### src/rtl/sum_uart_sequencer_if.sv
// ---------------------------------------------------------------------------
// sum_uart_sequencer_if
//   Byte-send handshake between the sum sequencer and the uart_tx block.
//
//   uart_tx_en   : one-cycle strobe, "send uart_tx_data now"
//   uart_tx_data : byte to transmit, held until uart_tx_busy falls
//   uart_tx_busy : high while uart_tx is shifting a frame out
//
//   master : sequencer side (drives en/data, observes busy)
//   slave  : uart_tx side   (observes en/data, drives busy)
// ---------------------------------------------------------------------------
interface sum_uart_sequencer_if;
    logic       uart_tx_en;
    logic [7:0] uart_tx_data;
    logic       uart_tx_busy;

    modport master (output uart_tx_en, output uart_tx_data, input uart_tx_busy);
    modport slave  (input uart_tx_en, input uart_tx_data, output uart_tx_busy);
endinterface

### src/rtl/sum_uart_sequencer.sv
// ---------------------------------------------------------------------------
// sum_uart_sequencer
//   Captures operands A and B from data_input on the falling edge of the
//   (synchronized) active-low save buttons, registers their 5-bit sum, and
//   sends the sum as ASCII decimal followed by CR LF to uart_tx, one byte
//   per uart_tx_en strobe, once per operand pair.
//
//   Build option: define SUMSEQ_ECHO_OPERANDS_EN to prefix the message with
//   "<hexA>+<hexB>=" (8-byte message instead of 4).
//
// Parameters
//   SYNC_STAGES  : synchronizer flops per button (>= 2)
//   BUSY_TIMEOUT : cycles allowed for uart_tx_busy to rise after a strobe
//
// Ports
//   clk          : system clock, rising edge
//   reset_n      : asynchronous active-low reset
//   save_a_n     : operand-A button, active-low, asynchronous
//   save_b_n     : operand-B button, active-low, asynchronous
//   data_input   : operand value sampled at capture
//   uart         : handshake to uart_tx (master modport)
//   op_a, op_b   : captured operands
//   sum          : registered op_a + op_b
//   a_valid      : operand A captured, not yet sent
//   b_valid      : operand B captured, not yet sent
//   seq_busy     : message in progress (FSM not idle)
//   tx_err       : sticky uart_tx_busy timeout flag
// ---------------------------------------------------------------------------
module sum_uart_sequencer #(
    parameter int unsigned SYNC_STAGES  = 2,
    parameter int unsigned BUSY_TIMEOUT = 1024
) (
    input  logic                        clk,
    input  logic                        reset_n,
    input  logic                        save_a_n,
    input  logic                        save_b_n,
    input  logic [3:0]                  data_input,
    sum_uart_sequencer_if.master        uart,
    output logic [3:0]                  op_a,
    output logic [3:0]                  op_b,
    output logic [4:0]                  sum,
    output logic                        a_valid,
    output logic                        b_valid,
    output logic                        seq_busy,
    output logic                        tx_err
);

`ifdef SUMSEQ_ECHO_OPERANDS_EN
    localparam int unsigned MSG_LEN = 8;
    localparam int unsigned IDX_W   = 3;
`else
    localparam int unsigned MSG_LEN = 4;
    localparam int unsigned IDX_W   = 2;
`endif
    localparam int unsigned TO_W = (BUSY_TIMEOUT > 1) ? $clog2(BUSY_TIMEOUT) : 1;

    typedef enum logic [2:0] {
        S_IDLE,
        S_LOAD,
        S_SEND,
        S_WAIT_HI,
        S_WAIT_LO,
        S_DONE
    } state_t;

    state_t                 r_state;
    logic [SYNC_STAGES-1:0] r_sync_a, r_sync_b;
    logic                   r_hist_a, r_hist_b;
    logic [3:0]             r_op_a, r_op_b;
    logic [4:0]             r_sum;
    logic                   r_a_valid, r_b_valid;
    logic                   r_seq_busy, r_tx_err;
    logic                   r_tx_en;
    logic [7:0]             r_tx_data;
    logic [7:0]             r_msg [MSG_LEN];
    logic [IDX_W-1:0]       r_idx;
    logic [TO_W-1:0]        r_to_cnt;

    logic                   w_ev_a, w_ev_b;
    logic [4:0]             w_tens, w_ones;
    logic [7:0]             w_msg [MSG_LEN];

`ifdef SUMSEQ_ECHO_OPERANDS_EN
    function automatic logic [7:0] hex_ascii(input logic [3:0] n);
        if (n < 4'd10) return 8'h30 + {4'h0, n};
        else           return 8'h37 + {4'h0, n};
    endfunction
`endif

    // Button synchronizers; flops idle high so reset never fakes a press.
    always_ff @(posedge clk or negedge reset_n) begin
        if (!reset_n) begin
            r_sync_a <= '1;
            r_sync_b <= '1;
            r_hist_a <= 1'b1;
            r_hist_b <= 1'b1;
        end else begin
            r_sync_a <= {r_sync_a[SYNC_STAGES-2:0], save_a_n};
            r_sync_b <= {r_sync_b[SYNC_STAGES-2:0], save_b_n};
            r_hist_a <= r_sync_a[SYNC_STAGES-1];
            r_hist_b <= r_sync_b[SYNC_STAGES-1];
        end
    end

    assign w_ev_a = !r_sync_a[SYNC_STAGES-1] && r_hist_a;
    assign w_ev_b = !r_sync_b[SYNC_STAGES-1] && r_hist_b;

    always_ff @(posedge clk or negedge reset_n) begin
        if (!reset_n) r_sum <= '0;
        else          r_sum <= {1'b0, r_op_a} + {1'b0, r_op_b};
    end

    always_comb begin
        w_tens = r_sum / 5'd10;
        w_ones = r_sum % 5'd10;
`ifdef SUMSEQ_ECHO_OPERANDS_EN
        w_msg[0] = hex_ascii(r_op_a);
        w_msg[1] = 8'h2B;
        w_msg[2] = hex_ascii(r_op_b);
        w_msg[3] = 8'h3D;
        w_msg[4] = 8'h30 + {3'b000, w_tens};
        w_msg[5] = 8'h30 + {3'b000, w_ones};
        w_msg[6] = 8'h0D;
        w_msg[7] = 8'h0A;
`else
        w_msg[0] = 8'h30 + {3'b000, w_tens};
        w_msg[1] = 8'h30 + {3'b000, w_ones};
        w_msg[2] = 8'h0D;
        w_msg[3] = 8'h0A;
`endif
    end

    always_ff @(posedge clk or negedge reset_n) begin
        if (!reset_n) begin
            r_state    <= S_IDLE;
            r_op_a     <= '0;
            r_op_b     <= '0;
            r_a_valid  <= 1'b0;
            r_b_valid  <= 1'b0;
            r_seq_busy <= 1'b0;
            r_tx_err   <= 1'b0;
            r_tx_en    <= 1'b0;
            r_tx_data  <= '0;
            r_msg      <= '{default: '0};
            r_idx      <= '0;
            r_to_cnt   <= '0;
        end else begin
            case (r_state)
                S_IDLE: begin
                    if (r_a_valid && r_b_valid) begin
                        r_state    <= S_LOAD;
                        r_seq_busy <= 1'b1;
                    end else if (w_ev_a) begin
                        // A wins a same-cycle tie; the B event is dropped.
                        r_op_a    <= data_input;
                        r_a_valid <= 1'b1;
                    end else if (w_ev_b) begin
                        r_op_b    <= data_input;
                        r_b_valid <= 1'b1;
                    end
                end
                S_LOAD: begin
                    r_msg <= w_msg;
                    r_idx <= '0;
                    // First byte issues straight from LOAD when the UART is
                    // free, so the strobe lands two cycles after both valids.
                    if (!uart.uart_tx_busy) begin
                        r_tx_en   <= 1'b1;
                        r_tx_data <= w_msg[0];
                        r_to_cnt  <= '0;
                        r_state   <= S_WAIT_HI;
                    end else begin
                        r_state <= S_SEND;
                    end
                end
                S_SEND: begin
                    if (!uart.uart_tx_busy) begin
                        r_tx_en   <= 1'b1;
                        r_tx_data <= r_msg[r_idx];
                        r_to_cnt  <= '0;
                        r_state   <= S_WAIT_HI;
                    end
                end
                S_WAIT_HI: begin
                    r_tx_en <= 1'b0;
                    if (uart.uart_tx_busy) begin
                        r_state <= S_WAIT_LO;
                    end else if (r_to_cnt == TO_W'(BUSY_TIMEOUT - 1)) begin
                        r_tx_err   <= 1'b1;
                        r_a_valid  <= 1'b0;
                        r_b_valid  <= 1'b0;
                        r_seq_busy <= 1'b0;
                        r_state    <= S_IDLE;
                    end else begin
                        r_to_cnt <= r_to_cnt + 1'b1;
                    end
                end
                S_WAIT_LO: begin
                    if (!uart.uart_tx_busy) begin
                        if (r_idx == IDX_W'(MSG_LEN - 1)) begin
                            r_state <= S_DONE;
                        end else begin
                            r_idx   <= r_idx + 1'b1;
                            r_state <= S_SEND;
                        end
                    end
                end
                S_DONE: begin
                    r_a_valid  <= 1'b0;
                    r_b_valid  <= 1'b0;
                    r_seq_busy <= 1'b0;
                    r_state    <= S_IDLE;
                end
                default: begin
                    r_tx_en    <= 1'b0;
                    r_seq_busy <= 1'b0;
                    r_state    <= S_IDLE;
                end
            endcase
        end
    end

    assign uart.uart_tx_en   = r_tx_en;
    assign uart.uart_tx_data = r_tx_data;
    assign op_a              = r_op_a;
    assign op_b              = r_op_b;
    assign sum               = r_sum;
    assign a_valid           = r_a_valid;
    assign b_valid           = r_b_valid;
    assign seq_busy          = r_seq_busy;
    assign tx_err            = r_tx_err;

endmodule

### src/flat_wrapper.sv
// flat-port wrapper written by rule: the top's interface ports become plain ports
module sum_uart_sequencer_flat 
#(
    parameter int unsigned SYNC_STAGES  = 2,
    parameter int unsigned BUSY_TIMEOUT = 1024
)
  (clk, reset_n, save_a_n, save_b_n, data_input, op_a, op_b, sum, a_valid, b_valid, seq_busy, tx_err, uart_uart_tx_en, uart_uart_tx_data, uart_uart_tx_busy);
  sum_uart_sequencer_if uart_i ();
  input  logic clk;
  input  logic reset_n;
  input  logic save_a_n;
  input  logic save_b_n;
  input  logic [3:0] data_input;
  output logic [3:0] op_a;
  output logic [3:0] op_b;
  output logic [4:0] sum;
  output logic a_valid;
  output logic b_valid;
  output logic seq_busy;
  output logic tx_err;
  output wire logic [$bits(uart_i.uart_tx_en)-1:0] uart_uart_tx_en;
  output wire logic [$bits(uart_i.uart_tx_data)-1:0] uart_uart_tx_data;
  input wire logic [$bits(uart_i.uart_tx_busy)-1:0] uart_uart_tx_busy;
  assign uart_uart_tx_en = uart_i.uart_tx_en;
  assign uart_uart_tx_data = uart_i.uart_tx_data;
  assign uart_i.uart_tx_busy = uart_uart_tx_busy;
  sum_uart_sequencer #(.SYNC_STAGES(SYNC_STAGES), .BUSY_TIMEOUT(BUSY_TIMEOUT)) u_core (.clk(clk), .reset_n(reset_n), .save_a_n(save_a_n), .save_b_n(save_b_n), .data_input(data_input), .uart(uart_i), .op_a(op_a), .op_b(op_b), .sum(sum), .a_valid(a_valid), .b_valid(b_valid), .seq_busy(seq_busy), .tx_err(tx_err));
endmodule
### config.mk
export PLATFORM = sky130hd
export DESIGN_NAME = sum_uart_sequencer_flat
export DESIGN_NICKNAME = d
export VERILOG_FILES = /design/src/rtl/sum_uart_sequencer_if.sv /design/src/rtl/sum_uart_sequencer.sv /design/src/flat_wrapper.sv
export SDC_FILE = /design/constraint.sdc
export NUM_CORES = 1
export LEC_CHECK = 0
export CAP_MARGIN = 15
export CORE_MARGIN = 8
export CORE_UTILIZATION = 55
export CTS_BUF_LIST = sky130_fd_sc_hd__clkbuf_4 sky130_fd_sc_hd__clkbuf_8
export DETAILED_ROUTE_END_ITERATION = 10
export PLACE_DENSITY = 0.86
export SETUP_SLACK_MARGIN = 0.3
export SYNTH_ARGS = -nofsm -noshare
export SYNTH_HDL_FRONTEND = slang
export SYNTH_SLANG_ARGS = --single-unit
### constraint.sdc
create_clock -name clk -period 2.4 [get_ports clk]
set_clock_uncertainty 0.15 [all_clocks]
set_input_delay 0.72 -clock clk [delete_from_list [all_inputs] [get_ports clk]]
set_output_delay 0.72 -clock clk [all_outputs]
set_load 0.01 [all_outputs]
==> impl_results.html <==
<table>
<tr><th>Metric</th><th>Value</th></tr>
<tr><th colspan="2">Setup path</th></tr>
<tr><td>Kind of end point of the critical path</td><td>output port</td></tr>
<tr><td>Worst reg2reg setup slack</td><td>0.44 ns</td></tr>
<tr><td>CP Max Fanout</td><td>2</td></tr>
<tr><td>Required time reported for the critical path endpoint</td><td>1.53 ns</td></tr>
<tr><td>Worst Path Class, Setup</td><td>flip-flop to output port</td></tr>
<tr><td>Launch point of the worst path</td><td>u_core.tx_err</td></tr>
<tr><td>Worst path bufs/invs</td><td>1</td></tr>
<tr><td>Worst endpoint data arrival time</td><td>1.17 ns</td></tr>
<tr><td>Worst R2R Path Depth</td><td>4</td></tr>
<tr><td>Path length in cells of the critical path</td><td>1</td></tr>
<tr><td>End of the critical path</td><td>tx_err</td></tr>
<tr><td>Type of element launching the critical path</td><td>flip-flop</td></tr>
<tr><td>Worst reg2reg endpoint</td><td>u_core.r_idx[0]</td></tr>
<tr><td>Critical Path Max Stage Delay</td><td>around 0.53 ns</td></tr>
<tr><td>Launch instance of the worst register-to-register path</td><td>u_core.r_state[2]</td></tr>
<tr><td>Kind of cell adding the most delay to the critical path</td><td>buffers and inverters</td></tr>
<tr><td>Slowest-stage cell, CP</td><td>sky130_fd_sc_hd__clkdlybuf4s50_1</td></tr>
<tr><td>Cells along the critical path</td><td>clkdlybuf4s50_1</td></tr>
<tr><th colspan="2">Clocking</th></tr>
<tr><td>Sink Count</td><td>54</td></tr>
<tr><td>TritonCTS clock tree</td><td>built</td></tr>
<tr><td>Maximum buffer depth of the clock tree</td><td>2</td></tr>
<tr><td>Clk pin slew, worst setup/hold paths</td><td>0.09 ns</td></tr>
<tr><td>CTS Hold Bufs</td><td>0</td></tr>
<tr><td>Root buffer cell</td><td>sky130_fd_sc_hd__clkbuf_8</td></tr>
<tr><td>Total CTS buffers</td><td>5</td></tr>
<tr><td>H-Tree Depth</td><td>2</td></tr>
<tr><td>Clock latency at the later pin of the worst-skew pair</td><td>~0.3 ns</td></tr>
<tr><th colspan="2">Floorplan</th></tr>
<tr><td>Effective utilization at floorplan</td><td>56.4%</td></tr>
<tr><td>Ports placed on the boundary</td><td>35</td></tr>
<tr><td>Die ar.</td><td>7250 µm²</td></tr>
<tr><td>Area of the placeable core</td><td>approximately 4700 µm²</td></tr>
<tr><td>DIE HEIGHT</td><td>85.2 µm</td></tr>
<tr><td>Number of core rows</td><td>25</td></tr>
<tr><td>Die width</td><td>85.2 µm</td></tr>
<tr><th colspan="2">Detailed routing</th></tr>
<tr><td>Remaining number of nets flagged by the antenna check after routing</td><td>0</td></tr>
<tr><td>Overall routed net length</td><td>5190 µm</td></tr>
<tr><td>Number of remaining DRC errors</td><td>0</td></tr>
<tr><td>TritonRoute pass-1 iters</td><td>4</td></tr>
<tr><td>Post-detailed-route wirelength per cell</td><td>15.1 µm</td></tr>
<tr><td>Number of vias per cell</td><td>5.73</td></tr>
<tr><td>Routed vias</td><td>1,964</td></tr>
<tr><td>Initial detailed-routing violation count</td><td>120</td></tr>
<tr><th colspan="2">Finish</th></tr>
<tr><td>Footprint of the multi-input gates</td><td>1170 µm²</td></tr>
<tr><td>Area growth, synth to finish</td><td>19.9%</td></tr>
<tr><td>Share of post-route cells with drive strength above 1</td><td>15.6%</td></tr>
<tr><td># fillers</td><td>355</td></tr>
<tr><td>Total Nets Final</td><td>304</td></tr>
<tr><td>Antenna Diode Count</td><td>0</td></tr>
<tr><td>Area occupied by registers</td><td>1370 µm²</td></tr>
<tr><th colspan="2">Yosys</th></tr>
<tr><td>Count of mapped cells out of synthesis</td><td>253</td></tr>
<tr><td>Flip-flop and latch count after synthesis</td><td>54</td></tr>
<tr><td>Net Count, Synth</td><td>approximately 270</td></tr>
<tr><td>Fraction of the yosys area taken by sequential cells</td><td>between 50% and 60%</td></tr>
<tr><td>Most used flip-flop cell after synthesis</td><td>sky130_fd_sc_hd__dfrtp_1</td></tr>
<tr><td>FFs w/ async S/R, synth</td><td>100%</td></tr>
<tr><td>Synthesis Warnings</td><td>0</td></tr>
<tr><td>Number of enable flip-flop cells after synthesis</td><td>0</td></tr>
<tr><td>Number of distinct library cells after synthesis</td><td>55</td></tr>
<tr><td>Mean Syn Cell Area</td><td>10.4 µm²</td></tr>
<tr><td>Mapped Area</td><td>2630 µm²</td></tr>
<tr><th colspan="2">Timing</th></tr>
<tr><td>Fin. max-slew vios</td><td>0</td></tr>
<tr><td>Setup repair after global routing missed its margin</td><td>false</td></tr>
<tr><td>FMAX</td><td>0.490 GHz</td></tr>
<tr><td>Slew at the pin closest to its max-slew limit</td><td>between 0.5 and 0.6 ns</td></tr>
<tr><td>Period minus WS final</td><td>2.04 ns</td></tr>
<tr><td>Setup_tns</td><td>0 ns</td></tr>
<tr><td>Slew margin rel.</td><td>65.4%</td></tr>
<tr><td>Number of endpoints failing setup at the final stage</td><td>0</td></tr>
<tr><td>Final count of hold timing violations</td><td>0</td></tr>
<tr><td>Post-route clock period utilization</td><td>85.0%</td></tr>
<tr><th colspan="2">Hold path</th></tr>
<tr><td>Hold crit path type</td><td>input pin to async pin</td></tr>
<tr><th colspan="2">GRT</th></tr>
<tr><td>Maximum number of pins on one net before global-route repair</td><td>35</td></tr>
<tr><td>Tot GR Track Use</td><td>15.2%</td></tr>
<tr><td>Initial antenna violation count</td><td>0</td></tr>
<tr><td>Via count of the first global-routing pass</td><td>2,028</td></tr>
<tr><td>First-pass GRT wire length</td><td>between 9000 and 10,000 µm</td></tr>
<tr><td>GR Overflow Total</td><td>0</td></tr>
<tr><th colspan="2">Power</th></tr>
<tr><td>Maximum vdd ir drop</td><td>0.685 mV</td></tr>
<tr><td>Static Leak</td><td>0.00147 µW</td></tr>
<tr><td>Total power draw</td><td>3560 µW</td></tr>
<tr><td>Power density over cell area</td><td>between 1000 and 1500 nW/µm²</td></tr>
<tr><th colspan="2">Place</th></tr>
<tr><td>IO buf count</td><td>33</td></tr>
<tr><td>RD Place Congestion</td><td>0.805</td></tr>
<tr><td>HPWL reported at the end of detailed placement</td><td>3740 µm</td></tr>
<tr><th colspan="2">Status</th></tr>
<tr><td>Run status</td><td>finished clean</td></tr>
<tr><th colspan="2">Flow run</th></tr>
<tr><td>Max-cap violations</td><td>0</td></tr>
</table>
## logic make-up after synthesis
| family | after synthesis | share of synthesized area [%] |
|---|---|---|
| AND/OR/NAND/NOR | 90 | 18.7 |
| AO/OA/AOI/OAI | 60 | 14.8 |
| flip-flops | 54 | 51.7 |
| buffers and inverters | 24 | 4.38 |
| multiplexers | 13 | 5.33 |
| adder cells (fa/ha/maj) | 7 | 3.62 |
| XOR/XNOR | 4 | 1.33 |
| other | 1 | 0.143 |
## metal layers
metal | global-route usage (%) | wire, µm | vias to the layer above
li1 | - | - | 960
met1 | 17.6 | 2270 | 963
met2 | 25.9 | 2610 | 36
met3 | 3.96 | 254 | 5
met4 | 5.99 | 50 | 0
met5 | 0 | 0 | -
## Yosys cell counts (all sizes together), types with 2 or more instances
| library cell | count | area share (%) |
|---|---|---|
| mux2i | 5 | 1.9 |
| o31ai | 4 | 1.1 |
| nand2b | 10 | 2.4 |
| or4 | 3 | 0.86 |
| dfrtp | 48 | 46 |
| o21ai | 15 | 2.9 |
| or3 | 5 | 1.2 |
| xnor2 | 4 | 1.3 |
| inv | 9 | 1.3 |
| nand2 | 30 | 4.3 |
| nor2b | 5 | 1.2 |
| nand3 | 8 | 1.5 |
| a22o | 2 | 0.67 |
| and2 | 2 | 0.48 |
| dfstp | 6 | 6.0 |
| mux2 | 8 | 3.4 |
| or3b | 3 | 1.0 |
| o22ai | 2 | 0.48 |
| a21oi | 16 | 3.0 |
| nor2 | 13 | 2.0 |
| o211ai | 2 | 0.57 |
| o21a | 2 | 0.57 |
| or2 | 2 | 0.48 |
| buf | 9 | 2.2 |
| clkbuf | 6 | 0.86 |
| a21o | 2 | 0.57 |
| o2bb2ai | 3 | 1.0 |
| ha | 6 | 2.9 |
## registers in the layout, summed over array words and instances, names as in the netlist, 2 cells and up
register / count
u_core.op_a: 4
u_core.op_b: 4
u_core.r_idx: 2
u_core.r_msg: 9
u_core.r_state: 3
u_core.r_sync_a: 2
u_core.r_sync_b: 2
u_core.r_to_cnt: 10
u_core.sum: 5
u_core.uart.uart_tx_data: 6
## area by class of cell
type,instances,share of cell area (%)
Multi-Input combinational cell,175,37.2
Sequential cell,54,43.3
Inverter,9,1.07
Timing Repair Buffer,43,13.4
Tap cell,54,2.14
Clock buffer,8,2.90
## cell usage in the layout, fill, tap and decap left out, drive strengths merged, types with 2 or more instances in the layout
| master | n |
|---|---|
| dfrtp | 48 |
| nand2 | 30 |
| a21oi | 16 |
| o21ai | 15 |
| dlygate4sd2 | 14 |
| nor2 | 13 |
| dlymetal6s2s | 11 |
| buf | 11 |
| nand2b | 10 |
| inv | 9 |
| nand3 | 8 |
| mux2 | 8 |
| clkbuf | 8 |
| clkdlybuf4s50 | 7 |
| ha | 6 |
| dfstp | 6 |
| nor2b | 5 |
| mux2i | 5 |
| or3 | 5 |
| xnor2 | 4 |
| o31ai | 4 |
| or3b | 3 |
| o2bb2ai | 3 |
| or4 | 3 |
| a21o | 2 |
| and2 | 2 |
| o21a | 2 |
| a22o | 2 |
| o211ai | 2 |
| o22ai | 2 |
| or2 | 2 |
## metrics by stage
stage | worst slack (ns) | instance area [µm²] | instances | hold WS [ns] | util (%)
after floorplan | 0.482 | 2630 | 253 | 0.195 | -
after global placement | -0.0182 | 3010 | 332 | 0.196 | 64.5
after detailed placement | -0.0600 | 3010 | 332 | 0.198 | 64.5
after CTS | 0.300 | 3110 | 342 | 0.210 | 66.8
after global routing | 0.317 | 3150 | 343 | 0.213 | 67.7
final | 0.360 | 3150 | 343 | 0.209 | 67.7
## where the power goes
part	switching [µW]	internal, µW
Combinational	781	780
Clock	272	242
Sequential	298	1190
Total	1350	2210
## worst min-delay path by stage
| stage | slack, ns | end | depth (start not counted) |
|---|---|---|---|
| global placement | 0.20 | u_core.r_sync_b[1] | 0 |
| floorplan | 0.20 | u_core.r_sync_a[1] | 0 |
| detailed placement | 0.20 | u_core.r_sync_b[1] | 0 |
| global route | 0.21 | u_core.r_sync_b[1] | 0 |
| finish | 0.21 | u_core.uart.uart_tx_en | 1 |
| CTS | 0.21 | u_core.r_sync_b[1] | 0 |
## repair_timing
action / CTS / global route
setup endpoints to repair: 20 / 15
setup buffers: 2 / 1
pin swaps: 1 / 2
resized for setup: 20 / 13
Note: power is estimated with default switching activity, not from simulation.
==> patch (same flow settings) <==
Build with the macro `SUMSEQ_ECHO_OPERANDS_EN` defined.
--- a/src/rtl/sum_uart_sequencer.sv
+++ b/src/rtl/sum_uart_sequencer.sv
@@ -27,4 +27,6 @@
 //   tx_err       : sticky uart_tx_busy timeout flag
 // ---------------------------------------------------------------------------
+`define SUMSEQ_ECHO_OPERANDS_EN
+
 module sum_uart_sequencer #(
     parameter int unsigned SYNC_STAGES  = 2,
Behaviour: not the same (Yosys sat finds a counterexample within 10 cycles, from zero or initial values and one cycle with reset_n low).
==> patch against the unedited design <==
- critical endpoint is now op_a[1]
- hold slack got worse by 0.0094 ns
- wire length rose by 57%
- sequential cell count rose by 16
- final cell count rose by 43%
- design area rose by 38%
- worst setup slack improved by 0.063 ns
- power rose by 52%
- synthesized area rose by 38%
==> patch: results (changes against the unedited design) <==
- Pin count of the biggest net entering global routing: 71 (+100%)
- First-pass GRT wire length: 13900 µm (+53%)
- Outcome: finished clean
- Final wirelength: 8130 µm (+57%)
- Worst setup margin: 0.422 ns (+0.0628 ns)
- Most instantiated cells after synthesis: dfrtp_1 (64), nand2_1 (36), a21oi_1 (24), nor2_1 (24), o21ai_0 (23)
- Gpl congestion: 0.829 (+3.0%)
- Crit Path Max Fanout: 7 (+5)
- Worst hold slack: 0.200 ns (-0.00939 ns)
- CTS Buf Count: 9 (+4)
- Share of layout cells above drive strength 1: 20.4% (+4.8 points)
- Pre-CTS setup slack: -0.0208 ns (+0.0393 ns)
- Crit. Startpoint: u_core.op_a[1]
- R2r startpoint: u_core.r_idx[1]
- Initial DRC Count: 218 (+82%)
- Vias after detailed routing: 2850 (+45%)
- Max-slew headroom: 66.1% (+0.72 points)
- Sequential area share after synthesis: 48.5% (-3.2 points)
- Dpl hpwl: 5780 µm (+54%)
- Post-DP Area: 4120 µm² (+37%)
- Syn Inst Count: 356 (+41%)
- Nets: 426 (+40%)
- Most flops, register: u_core.r_msg
- Leak: 0.00196 µW (+33%)
- Largest stage delay, worst path: 0.45 ns (-0.08 ns)
- Latest clock arrival within the worst-skew pair: 0.36 ns (+0.06 ns)
- Tot GR Track Use: 17.9% (+2.8 points)
patch: changes by cell type after synthesis, moves of 6 or more:
cell / change
nor2_1: +12
inv_1: +6
dfrtp_1: +16
a21oi_1: +8
nand2_1: +6
o21ai_0: +8
patch: worst paths after layout:
| check | endpoint | depth (start not counted) |
|---|---|---|
| max | op_a[1] | 1 |
| max in group asynchronous | u_core.r_sync_a[0] | 2 |
| min | u_core.sum[4] | 2 |
| max reg2reg | u_core.uart.uart_tx_data[2] | 5 |
| min in group clk | u_core.r_sync_b[1] | 0 |
| min reg2reg | u_core.r_sync_b[1] | 0 |
patch: kinds of logic after synthesis:
family                     after synthesis  synth area share, %
AOI/OAI and AO/OA                       93                 16.7
adders and majority gates               10                 3.66
and+or+nand+nor                        116                 17.4
buffers and inverters                   35                 4.24
DFF                                     70                 48.5
other                                    1                0.103
muxes                                   23                 7.45
xor gates and xnor gates                 8                 1.93
patch: area by class of cell:
class	instances	area (µm²)	area share, %
well taps	77	96.3	2.22
multi-input cells	251	1740	40.0
clock inverters	7	47.5	1.10
flip-flops and latches	70	1770	40.7
inverters	15	56.3	1.30
clock buffers	9	124	2.85
repair buffers	60	515	11.9
patch: report_power, final:
group	internal [µW]	switching (µW)	leakage, µW
combinational	1220	1410	0.00104
clock	375	473	0.0000858
sequential	1620	328	0.000841
total	3210	2210	0.00196
patch: per-layer routing:
layer  global-route usage [%]  routed length, µm
met5                        0                  0
met4                     11.1                167
met3                     4.13                343
met2                     28.4               3900
met1                     21.6               3720
patch: repair_timing:
item,CTS,global route
setup endpoints to repair,25,7
pin swaps,0,3
resized for setup,30,7
buffers inserted,6,1
